## config.mk

```make
export PLATFORM = sky130hd
export DESIGN_NAME = expr_lane_pipe
export DESIGN_NICKNAME = d
export VERILOG_FILES = /design/src/rtl/expr_lane_pkg.sv /design/src/rtl/expr_lane_alu.sv /design/src/rtl/expr_lane_pipe.sv
export SDC_FILE = /design/constraint.sdc
export NUM_CORES = 1
export LEC_CHECK = 0
export ABC_AREA = 1
export CORE_ASPECT_RATIO = 1.4
export CORE_MARGIN = 4
export CORE_UTILIZATION = 40
export DETAILED_ROUTE_END_ITERATION = 10
export PLACE_DENSITY_LB_ADDON = 0.2
export SYNTH_ARGS = -nofsm -noshare
export SYNTH_HDL_FRONTEND = slang
export SYNTH_SLANG_ARGS = --single-unit
```

## constraint.sdc

```tcl
create_clock -name clk -period 11.3 [get_ports clk]
set_input_delay 2.825 -clock clk [delete_from_list [all_inputs] [get_ports clk]]
set_output_delay 2.825 -clock clk [all_outputs]
set_load 0.01 [all_outputs]
```

## src/rtl/expr_lane_pkg.sv

```systemverilog
// Shared types for the multi-lane expression pipeline: opcode encoding,
// sign-select bit positions and the per-lane result record.
// Types only; no timing or handshake of its own.
package expr_lane_pkg;

    typedef enum logic [3:0] {
        OP_ADD    = 4'd0,
        OP_SUB    = 4'd1,
        OP_MUL    = 4'd2,
        OP_DIV    = 4'd3,
        OP_MOD    = 4'd4,
        OP_AND    = 4'd5,
        OP_OR     = 4'd6,
        OP_XNOR   = 4'd7,
        OP_SHL    = 4'd8,
        OP_SHR    = 4'd9,
        OP_SRA    = 4'd10,
        OP_LT     = 4'd11,
        OP_EQ     = 4'd12,
        OP_REDOR  = 4'd13,
        OP_REDXOR = 4'd14,
        OP_TERN   = 4'd15
    } expr_op_t;

    localparam int SGN_A = 1;
    localparam int SGN_B = 0;

    // Widest legal lane; narrower lanes zero-extend into the record.
    localparam int MAX_W = 16;

    typedef struct packed {
        logic [MAX_W-1:0] data;
        logic             dz;
    } lane_res_t;

endpackage

```

## src/rtl/expr_lane_alu.sv

```systemverilog
// Single-lane expression evaluator with Verilog signed/unsigned context rules.
// Latency: purely combinational. Backpressure: none, owned by the caller.
// EXPR_LANE_SAT_EN: ADD/SUB saturate instead of wrapping.
module expr_lane_alu
    import expr_lane_pkg::*;
#(
    parameter int WIDTH = 6
) (
    input  expr_op_t         op,
    input  logic [1:0]       sgn,
    input  logic [WIDTH-1:0] a,
    input  logic [WIDTH-1:0] b,
    output logic [WIDTH-1:0] y,
    output logic             dz
);

    logic                    sctx;
    logic                    b_zero;
    logic                    shift_big;
    logic                    lt;
    logic signed [WIDTH:0]   ea;
    logic signed [WIDTH:0]   eb;
    logic signed [WIDTH:0]   div_b;
    logic [WIDTH-1:0]        quo;
    logic [WIDTH-1:0]        rem;
    logic [WIDTH-1:0]        sra_v;

`ifdef EXPR_LANE_SAT_EN
    localparam logic [WIDTH-1:0] SMIN = {1'b1, {(WIDTH-1){1'b0}}};
    localparam logic [WIDTH-1:0] SMAX = {1'b0, {(WIDTH-1){1'b1}}};

    logic signed [WIDTH:0] sum;
    logic signed [WIDTH:0] dif;

    assign sum = ea + eb;
    assign dif = ea - eb;

    // One extra bit holds the exact result; clamp if it does not fit.
    function automatic logic [WIDTH-1:0] sat(input logic [WIDTH:0] v,
                                             input logic sc,
                                             input logic is_sub);
        if (sc) begin
            if (v[WIDTH] != v[WIDTH-1])
                return v[WIDTH] ? SMIN : SMAX;
            return v[WIDTH-1:0];
        end
        if (v[WIDTH])
            return is_sub ? '0 : '1;
        return v[WIDTH-1:0];
    endfunction
`endif

    always_comb begin
        sctx      = sgn[SGN_A] & sgn[SGN_B];
        ea        = {sctx & a[WIDTH-1], a};
        eb        = {sctx & b[WIDTH-1], b};
        b_zero    = (b == '0);
        div_b     = b_zero ? {{WIDTH{1'b0}}, 1'b1} : eb;
        // The extra bit lets signed MIN/-1 produce +2^(W-1), which truncates back to MIN.
        quo       = WIDTH'(ea / div_b);
        rem       = WIDTH'(ea % div_b);
        lt        = (ea < eb);
        shift_big = (32'(b) >= WIDTH);
        if (shift_big)
            sra_v = {WIDTH{sgn[SGN_A] & a[WIDTH-1]}};
        else if (sgn[SGN_A])
            sra_v = $signed(a) >>> b;
        else
            sra_v = a >> b;
    end

    always_comb begin
        y  = '0;
        dz = 1'b0;
        case (op)
`ifdef EXPR_LANE_SAT_EN
            OP_ADD:    y = sat(sum, sctx, 1'b0);
            OP_SUB:    y = sat(dif, sctx, 1'b1);
`else
            OP_ADD:    y = a + b;
            OP_SUB:    y = a - b;
`endif
            OP_MUL:    y = a * b;
            OP_DIV: begin
                if (b_zero) dz = 1'b1;
                else        y  = quo;
            end
            OP_MOD: begin
                if (b_zero) dz = 1'b1;
                else        y  = rem;
            end
            OP_AND:    y = a & b;
            OP_OR:     y = a | b;
            OP_XNOR:   y = ~(a ^ b);
            OP_SHL:    y = shift_big ? '0 : a << b;
            OP_SHR:    y = shift_big ? '0 : a >> b;
            OP_SRA:    y = sra_v;
            OP_LT:     y = WIDTH'(lt);
            OP_EQ:     y = WIDTH'(a == b);
            OP_REDOR:  y = WIDTH'(|a);
            OP_REDXOR: y = WIDTH'(^a);
            OP_TERN:   y = (a != '0) ? b : ~b;
            default:   y = '0;
        endcase
    end

endmodule

```

## src/rtl/expr_lane_pipe.sv

```systemverilog
// LANES-wide expression pipeline: S1 holds operands, S2 holds lane results.
// Latency 2 cycles, throughput 1/cycle; in_ready follows out_ready combinationally.
// Stalls hold both stages; EXPR_LANE_SAT_EN selects saturating ADD/SUB in the lanes.
module expr_lane_pipe
    import expr_lane_pkg::*;
#(
    parameter int WIDTH = 6,
    parameter int LANES = 6,
    parameter int CNT_W = 16
) (
    input  logic                   clk,
    input  logic                   reset,
    input  logic                   in_valid,
    output logic                   in_ready,
    input  logic [3:0]             in_op,
    input  logic [1:0]             in_sgn,
    input  logic [LANES*WIDTH-1:0] in_a,
    input  logic [LANES*WIDTH-1:0] in_b,
    output logic                   out_valid,
    input  logic                   out_ready,
    output logic [LANES*WIDTH-1:0] out_y,
    output logic [LANES-1:0]       out_dz,
    output logic [CNT_W-1:0]       op_count
);

    logic                   s1_full;
    logic                   s2_full;
    logic                   s2_adv;
    logic                   s2_load;
    logic                   accept;
    expr_op_t               s1_op;
    logic [1:0]             s1_sgn;
    logic [LANES*WIDTH-1:0] s1_a;
    logic [LANES*WIDTH-1:0] s1_b;

    // S2 can take new data when empty or draining this cycle; S1 likewise via S2.
    assign s2_adv    = !s2_full || out_ready;
    assign s2_load   = s1_full && s2_adv;
    assign in_ready  = !s1_full || s2_adv;
    assign accept    = in_valid && in_ready;
    assign out_valid = s2_full;

    always_ff @(posedge clk) begin
        if (reset) begin
            s1_full  <= 1'b0;
            s2_full  <= 1'b0;
            s1_op    <= OP_ADD;
            s1_sgn   <= '0;
            s1_a     <= '0;
            s1_b     <= '0;
            op_count <= '0;
        end else begin
            if (accept) begin
                s1_op    <= expr_op_t'(in_op);
                s1_sgn   <= in_sgn;
                s1_a     <= in_a;
                s1_b     <= in_b;
                op_count <= op_count + CNT_W'(1);
            end
            s1_full <= accept || (s1_full && !s2_adv);
            s2_full <= s2_load || (s2_full && !out_ready);
        end
    end

    for (genvar l = 0; l < LANES; l++) begin : g_lane
        logic [WIDTH-1:0] alu_y;
        logic             alu_dz;
        lane_res_t        res_q;

        expr_lane_alu #(.WIDTH(WIDTH)) u_alu (
            .op  (s1_op),
            .sgn (s1_sgn),
            .a   (s1_a[l*WIDTH +: WIDTH]),
            .b   (s1_b[l*WIDTH +: WIDTH]),
            .y   (alu_y),
            .dz  (alu_dz)
        );

        always_ff @(posedge clk) begin
            if (reset)
                res_q <= '0;
            else if (s2_load)
                res_q <= '{data: MAX_W'(alu_y), dz: alu_dz};
        end

        assign out_y[l*WIDTH +: WIDTH] = res_q.data[WIDTH-1:0];
        assign out_dz[l]               = res_q.dz;

        if (WIDTH < MAX_W) begin : g_pad
            always_comb assert (res_q.data[MAX_W-1:WIDTH] == '0);
        end
    end

endmodule

```

# --- Yosys cells after proc, flatten, opt, wreduce, memory -nomap -nowiden ---
# Index checks and enable logic that the tools add are counted.
# W data, S select, Z words.
totals:
  reg_bits: 138
  latchBits: 0
  mem_bits_rw: 0
  rom_bits: 0
  in_bits: 82
  out_inout_bits: 60
  elab_cells: 254
  n_memories: 0
op_classes:
  n_addsub: 13
  multipliers: 6
  div: 12
  magnitude_cmp: 12
  n_eq_ne: 21
  shifts: 18
  muxes: 66
  n_bitwise: 49
  n_reduce_logical: 38
ops:
  columns: ["cell", "n"]
  rows:
  - ["$pmux W6 S16", 6]
  - ["$mux W6", 42]
  - ["$not A6 Y6", 12]
  - ["$div A7 B7 Y7", 6]
  - ["$lt A7 B7 Y1", 6]
  - ["$mod A7 B7 Y7", 6]
  - ["$mux W7", 6]
  - ["$add A6 B6 Y6", 6]
  - ["$and A6 B6 Y6", 6]
  - ["$eq A6 B6 Y1", 6]
  - ["$ge A6 B3 Y1 const B", 6]
  - ["$logic_not A6 Y1", 6]
  - ["$mul A6 B6 Y6", 6]
  - ["$or A6 B6 Y6", 6]
  - ["$reduce_bool A6 Y1", 6]
  - ["$reduce_or A6 Y1", 6]
  - ["$reduce_xor A6 Y1", 6]
  - ["$shl A6 B6 Y6", 6]
  - ["$shr A6 B6 Y6", 6]
  - ["$sshr A6 B6 Y6", 6]
  - ["$sub A6 B6 Y6", 6]
  - ["$xor A6 B6 Y6", 6]
  - ["$eq A4 B4 Y1 const B", 8]
  - ["$and A1 B1 Y1", 19]
  - ["other kinds (10)", 34]

# --- Longest topological paths before layout ---
# Gate-level depths: netlist of run 1.
depth:
  depth_word: 6
  ltp_mapped: 86
  depth_no_buf: 84

# --- Hierarchy ---
# A second synthesis of run 1 with hierarchy kept.
hier_totals:
  cells_unflattened: 4613
  hier_area_um2: 28680.0
by_module_without_submodules:
  columns: ["mod", "instances", "cells_each", "area_each_um2", "seq_area_each_um2"]
  rows:
  - ["expr_lane_alu at g_lane[3].u_alu ...", 2, 656, 3957.5, 0.0]
  - ["expr_lane_pipe", 1, 654, 5003.5, 2762.6]
  - ["expr_lane_alu at g_lane[5].u_alu", 1, 677, 4013.8, 0.0]
  - ["expr_lane_alu at g_lane[0].u_alu", 1, 659, 3926.3, 0.0]
  - ["expr_lane_alu at g_lane[2].u_alu", 1, 660, 3913.8, 0.0]
  - ["expr_lane_alu at g_lane[1].u_alu", 1, 651, 3907.5, 0.0]

# --- Worst setup path before layout of run 1 ---
# Ideal clock, no wire load.
synth_timing:
  path_kind: "register to register"
  start: "register s1_b[35]"
  end: "register g_lane[5].res_q (netlist bit out_y[34])"
  setup_time_ns: 0.115
  arrival_time_ns: 10.549
  required_time_ns: 11.185
  slack_ns: 0.635
  stages_incl_launch_ff: 74
  path_buffers: 2
  period_less_slack_ns: 10.665
  path_cell_list: "dfxtp_1 -> buf_4 -> nor2_1 -> inv_1 -> nor2_1 -> inv_1 -> nor2_1 -> inv_1 -> nand2_1 -> inv_1 -> ha_1 -> or2_2 -> o21ai_0 -> o211ai_1 -> nand2_1 -> o21ai_2 -> ha_1 -> o21ai_0 -> [... 38 more ...] -> ha_1 -> nand2_1 -> nor2_1 -> a211oi_1 -> nand3_1 -> clkinv_1 -> or2_2 -> nand2_1 -> inv_1 -> ha_1 -> inv_1 -> nor2_1 -> nand3_1 -> nand3_1 -> nand2_1 -> o21ai_1 -> o21ai_0 -> inv_1"
synth_between:
  elab_chain_cells: 5
  word_cells_on_any_way: 16
  cone_classes: "div (2); order compare (1); shift (3); mux (8); bitwise (1); reduce/logical (1)"
synth_rtl:
  columns: ["element", "line", "source"]
  rows:
  - ["from (decl)", "expr_lane_pipe.sv:34", "logic [LANES*WIDTH-1:0] s1_b;"]
  - ["from (signal assigned)", "expr_lane_pipe.sv:57", "s1_b <= in_b;"]
  - ["$logic_not A6 Y1 or $and A1 B1 Y1 (tied branches)", "expr_lane_alu.sv:57, expr_lane_alu.sv:56", null]
  - ["$mux W7", "expr_lane_alu.sv:58", "div_b = b_zero ? {{WIDTH{1'b0}}, 1'b1} : eb;"]
  - ["$mod A7 B7 Y7 or $div A7 B7 Y7 (tied branches)", "expr_lane_alu.sv:61, expr_lane_alu.sv:60", null]
  - ["$mux W6 (on tied branches)", "expr_lane_alu.sv:89, expr_lane_alu.sv:85", null]
  - ["$pmux W6 S16 *", "expr_lane_alu.sv:75", "case (op)"]
  - ["to (signal assigned)", "expr_lane_pipe.sv:83", "res_q <= '{data: MAX_W'(alu_y), dz: alu_dz};"]
  - ["to (decl)", "expr_lane_pipe.sv:68", "lane_res_t res_q;"]
# Mark *: on every way between the ends. The rest lies on a longest branch, timed or not.
# A chain may end at the register's enable or synchronous reset.

# --- Final worst setup path of run 1 ---
layout_timing:
  start: "register s1_b[15]"
  end: "register g_lane[2].res_q (netlist bit out_y[16])"
layout_between:
  elab_chain_cells: 5
  word_cells_on_any_way: 18
  cone_classes: "add/sub (2); mul (1); div (2); order compare (1); shift (3); mux (8); reduce/logical (1)"
layout_rtl:
  columns: ["element", "line", "source"]
  rows:
  - ["$logic_not A6 Y1", "expr_lane_alu.sv:57", "b_zero = (b == '0);"]
  - ["$mux W7", "expr_lane_alu.sv:58", null]
  - ["$mod A7 B7 Y7 or $div A7 B7 Y7 (tied branches)", "expr_lane_alu.sv:61, expr_lane_alu.sv:60", null]
  - ["$mux W6 (on tied branches)", "expr_lane_alu.sv:89, expr_lane_alu.sv:85", null]
  - ["$pmux W6 S16 *", "expr_lane_alu.sv:75", null]
  - ["to (signal assigned)", "expr_lane_pipe.sv:83", null]
  - ["to (decl)", "expr_lane_pipe.sv:68", null]
# Marked as above.

==> results.json, run 1 <==
{
  "status": "finished, final reports clean",
  "multiInputGateArea_um2": 21900,
  "timing_worst_slew_pin_value_ps": 1010,
  "ys_top_cells_by_count": "nand2_1, inv_1, ha_1",
  "dp_hpwl_um": 83600,
  "layout_min_cycle_time_ps": 10460,
  "cts_buffers": 17,
  "cts_hold_buf": 0,
  "avgSynthCellArea_um2": 6.23,
  "area_growth_pct": 16.0,
  "slew_headroom_pct": 32.8,
  "startpoint_type": "flip-flop",
  "rrSetupSlack_ps": 840,
  "wl_per_cell_um": 19.7,
  "die_w_um": 228,
  "via_per_inst": 5.59,
  "drive_gt1_share_pct": 9.92,
  "setup_viol": 0,
  "cts_root_buffer": "clkbuf_16",
  "drv_cap": 0,
  "r2r-start": "s1_b[15]$_SDFFE_PP0P_",
  "grt_usage_pct": 28.6,
  "timing.fmax_ghz": 0.0956,
  "io_buffers": 141,
  "antenna_found_initial": 3,
  "ys_seq_elements": 138,
  "path_max_fanout": 11,
  "place.gp.congestion": 1.02,
  "cts_tree": "built",
  "num_vias": 30500,
  "start_util_pct": 40.5,
  "yosysUniqueCellTypes": 71,
  "cp_common_cell": "nand2_1",
  "synth_top_area_share_pct": 16.9,
  "syn_area_um2": 27100,
  "grt_max_degree": 88,
  "crit_path_end": "out_y[16]$_SDFFE_PP0P_",
  "cpPeakStageDelay_ps": 400,
  "grt_pass1_vias": 29500,
  "wirelength_um": 107000,
  "drv_slew": 0,
  "fill_cells": 7148,
  "syn_inst": 4356,
  "crit_start": "s1_b[15]$_SDFFE_PP0P_",
  "seq_area_um2": 2780,
  "nets": 5080,
  "yosysWarnings": 0,
  "hold_class": "reg2reg",
  "clock_path_buffers": 2,
  "dr.pass1.iters": 5,
  "clkSinkCount": 138,
  "grt_setup_unrepaired": "true",
  "yosysMostFrequentCell": "nand2_1",
  "overflow": 0,
  "rows": 112,
  "placed_cells": 5376,
  "die_y_um": 316,
  "worstSkewPairLatency_ps": 490,
  "grt_pass1_wl_um": 165000,
  "instances_no_fill": 5452,
  "timing.rr.end": "out_y[16]$_SDFFE_PP0P_",
  "ys.flop_type": "dfxtp_1",
  "ys_seq_area_share_pct": 10.2,
  "reg2regPathDepth": 70,
  "die-area_um2": 72100,
  "crit_type": "reg2reg",
  "ant_nets": 0,
  "synthArstFlopShare_pct": 0,
  "yosys.area.top_type": "ha_1",
  "final_hold_viol_count": 0,
  "cts_max_level": 4,
  "slowest_stage": "dfxtp_2",
  "io_pins": 142,
  "synth_area_leaders": "ha_1, nand2_1, dfxtp_1",
  "fin_crit_sh_pct": 92.6,
  "end_kind": "flip-flop",
  "cp_data_arrival_time_ps": 10840,
  "synth_edf_count": 0,
  "coreArea_um2": 67000,
  "crit_required_ps": 11670,
  "cts.reportedPaths.clkPinSlew_ps": 80,
  "fin_skew_ps": 18.5,
  "drt_iter0_drc": 2345,
  "route.detailed.drc": 0
}
==> how the worst min path moves through the flow <==
stage,to,startpoint,depth (start not counted)
floorplan,out_valid$_SDFF_PP0_,s1_full$_SDFF_PP0_,2
global placement,out_dz[5]$_SDFFE_PP0P_,out_dz[5]$_SDFFE_PP0P_,2
detailed placement,out_dz[5]$_SDFFE_PP0P_,out_dz[5]$_SDFFE_PP0P_,2
CTS,out_dz[5]$_SDFFE_PP0P_,out_dz[5]$_SDFFE_PP0P_,2
global route,out_dz[3]$_SDFFE_PP0P_,out_dz[3]$_SDFFE_PP0P_,2
finish,out_dz[5]$_SDFFE_PP0P_,out_dz[5]$_SDFFE_PP0P_,2
==> critical path, delay by kind of cell, from the launching register on <==
family,cells,cell delay [ps]
AND/OR/NAND/NOR,36,4280
buffers and inverters,12,1230
adder cells (fa/ha/maj),8,2220
flip-flops,1,400
XOR/XNOR,2,370
AO/OA/AOI/OAI,12,1820
==> logic make-up after synthesis <==
logic type      Yosys count  synth area share (%)
flops                   138                  10.2
mux                       1                0.0369
other cells               1                0.0138
simple gates           1824                  29.2
compound gates          999                  22.0
fa+ha+maj               415                  20.5
xor+xnor                227                  7.44
buf+inv                 751                  10.7
==> flip-flops by register name (all words and copies together) (netlist names) <==
signal     flops
s1_full        1
s1_op          4
op_count      16
out_y         36
out_valid      1
out_dz         6
s1_a          36
s1_sgn         2
s1_b          36
==> metal layers <==
layer	GRT usage (%)	share of wire (%)	wire length, um	vias to the layer above
met1	33.5	40	43100	14100
met3	3.45	5.8	6190	328
met2	50.7	48	51400	1091
met5	0	0.016	17	-
met4	16.1	6.1	6530	2
li1	-	-	-	15000
==> repair_timing <==
action	in CTS	in global routing
setup buffers	0	41
pin swaps	0	24
setup endpoints to repair	4	36
gates resized for setup	5	108
cloned	0	2
==> cells in the final DEF (no fill, tap or decap), drive strengths merged, types with 16 or more instances in the layout <==
| master | n |
|---|---|
| o31ai | 16 |
| o22ai | 41 |
| o221ai | 18 |
| nor3 | 57 |
| a31oi | 25 |
| nand2 | 1000 |
| buf | 182 |
| a21oi | 318 |
| nand3 | 261 |
| clkdlybuf4s50 | 140 |
| nor2 | 372 |
| o21bai | 21 |
| clkbuf | 17 |
| ha | 367 |
| a211oi | 16 |
| xnor2 | 77 |
| nand4 | 39 |
| o2111ai | 26 |
| o211ai | 68 |
| or2 | 49 |
| and2 | 18 |
| fa | 48 |
| xor2 | 150 |
| a21o | 17 |
| inv | 627 |
| dfxtp | 138 |
| o21ai | 352 |
==> layout make-up <==
cell class	instances	share of cell area (%)
antenna	1	0.00795
inverter	630	7.58
clock buffer	17	1.35
clock inverter	15	0.473
timing repair inverter	1	0.0159
timing repair buffer	322	8.79
multi-input combinational	3473	69.5
sequential	138	8.85
tap	855	3.40
==> metrics by stage <==
stage / util, % / setup TNS (ps) / setup WS, ps / hold WS (ps) / cell area [um2]
after detailed placement: 45.0 / -239 / -98.3 / 456 / 30200
after CTS: 45.9 / 0 / 86.2 / 466 / 30800
final: 47.0 / 0 / 837 / 463 / 31500
after global routing: 47.0 / -232 / -139 / 493 / 31500
after floorplan: - / 0 / 635 / 443 / 27100
after global placement: 45.0 / -74.2 / -73.1 / 453 / 30200
Power of run 1 is left out: the tool's default activity adds up to more than one toggle a clock period on the data nets, which glitch-free logic cannot reach.
==> run 2, diff against run 1 <==
Settings changed: RECOVER_POWER from default to 50.
==> run 2 against run 1 <==
Net effect:
- the run now ends with capacitance limit, slew limit left
- worst setup slack lost 26 ps
- sequential cell count is the same
- via count is essentially flat
- highest routed layer unchanged
- utilization is essentially flat
==> results.json, run 2 (synthesized netlist as in run 1, its figures left out) <==
{
  "status": "finished, violations left",
  "violations": "capacitance limit, slew limit",
  "setup_viol": 0,
  "fin_crit_sh_pct": 92.8,
  "area_growth_pct": 15.9,
  "num_vias": 30500,
  "die_y_um": 316,
  "place.gp.congestion": 1.02,
  "start_util_pct": 40.5,
  "clkSinkCount": 138,
  "via_per_inst": 5.59,
  "rows": 112,
  "crit_type": "reg2reg",
  "final_hold_viol_count": 0,
  "slew_headroom_pct": -139,
  "overflow": 0,
  "hold_class": "reg2reg",
  "placed_cell_area_um2": 30200,
  "cts_root_buffer": "clkbuf_16",
  "cts_buffers": 17,
  "fin_skew_ps": 19.4,
  "io_buffers": 141,
  "cp_common_cell": "nand2_1",
  "drive_gt1_share_pct": 9.86,
  "drv_cap": 2,
  "layout_min_cycle_time_ps": 10490,
  "wirelength_um": 107000,
  "cpPeakStageDelay_ps": 410,
  "cp_data_arrival_time_ps": 10860,
  "crit_required_ps": 11670,
  "grt_setup_unrepaired": "true",
  "slowest_stage": "dfxtp_2",
  "timing_worst_slew_pin_value_ps": 3590,
  "timing.fmax_ghz": 0.0953,
  "coreArea_um2": 67000,
  "end_kind": "flip-flop",
  "worstSkewPairLatency_ps": 480,
  "grt_pass1_wl_um": 165000,
  "wl_per_cell_um": 19.7,
  "ant_nets": 0,
  "die-area_um2": 72100,
  "final_area_um2": 31400,
  "dr.pass1.iters": 8,
  "drv_slew": 137,
  "cts_tree": "built",
  "grt_usage_pct": 28.6,
  "final_cell_mix": "nand2_1, inv_1, ha_1",
  "startpoint_type": "flip-flop",
  "grt_max_degree": 88,
  "nets": 5080,
  "antenna_found_initial": 3,
  "final_common_cell": "nand2_1",
  "route.detailed.drc": 0,
  "drt_iter0_drc": 2402,
  "cts.reportedPaths.clkPinSlew_ps": 80,
  "clock_path_buffers": 2,
  "die_w_um": 228,
  "grt_pass1_vias": 29500,
  "dp_hpwl_um": 83600,
  "io_pins": 142,
  "cts_hold_buf": 0,
  "path_max_fanout": 11,
  "cts_max_level": 4
}
## run 2: changes by cell type in the layout (fill, tap and decap cells not counted), sizes merged
cell	before	now
dlygate4sd3	0	60
clkbuf	17	19
buf	182	180
clkdlybuf4s50	140	80
## run 2: through the flow
stage                     util [%]  TNS, ps  setup WS (ps)  hold WS (ps)  instances
final                         46.9        0            811           460       5452
after floorplan                  -        0            635           443       4361
after detailed placement      45.0     -239          -98.3           456       5376
after CTS                     45.9        0           86.2           466       5408
after global placement        45.0    -74.2          -73.1           453       5376
after global routing          46.9     -232           -139           490       5452
## run 2: final cells by class
class                      instances  area, um2
fill                            7150      35500
multi-input combinational       3473      21900
sequential                       138       2780
timing repair buffer             322       2760
inverter                         630       2390
tap                              855       1070
clock buffer                      17        425
clock inverter                    15        149
timing repair inverter             1       5.00
antenna                            1       2.50
## run 2: worst paths after layout
kind | startpoint | endpoint | slack [ps] | cells past startpoint
max reg2reg | s1_b[15]$_SDFFE_PP0P_ | out_y[16]$_SDFFE_PP0P_ | 810 | 70
min | out_dz[5]$_SDFFE_PP0P_ | out_dz[5]$_SDFFE_PP0P_ | 460 | 2
max | s1_b[15]$_SDFFE_PP0P_ | out_y[16]$_SDFFE_PP0P_ | 810 | 70
min reg2reg | out_dz[5]$_SDFFE_PP0P_ | out_dz[5]$_SDFFE_PP0P_ | 460 | 2
## run 2: critical path, delay by kind of cell, from the launching register on
kind                       cells  cell delay [ps]
and+or+nand+nor               36             4290
adders and majority gates      8             2220
AOI/OAI and AO/OA             12             1830
buffers and inverters         12             1230
DFF                            1              410
xor gates and xnor gates       2              370
## run 2: routing by layer
layer | GRT usage, % | share of wire (%) | vias to the layer above
li1 | - | - | 15000
met1 | 33.5 | 40 | 14100
met2 | 50.7 | 48 | 1059
met3 | 3.45 | 5.6 | 331
met4 | 16.1 | 6.2 | 2
met5 | 0 | 0.016 | -
## run 2: repair_timing
action                     CTS  global route
setup endpoints to repair    4            36
pin swaps                    0            24
gates cloned                 0             2
gates resized for setup      5           108
setup buffers                0            41
Power of run 2 is left out for the same reason.
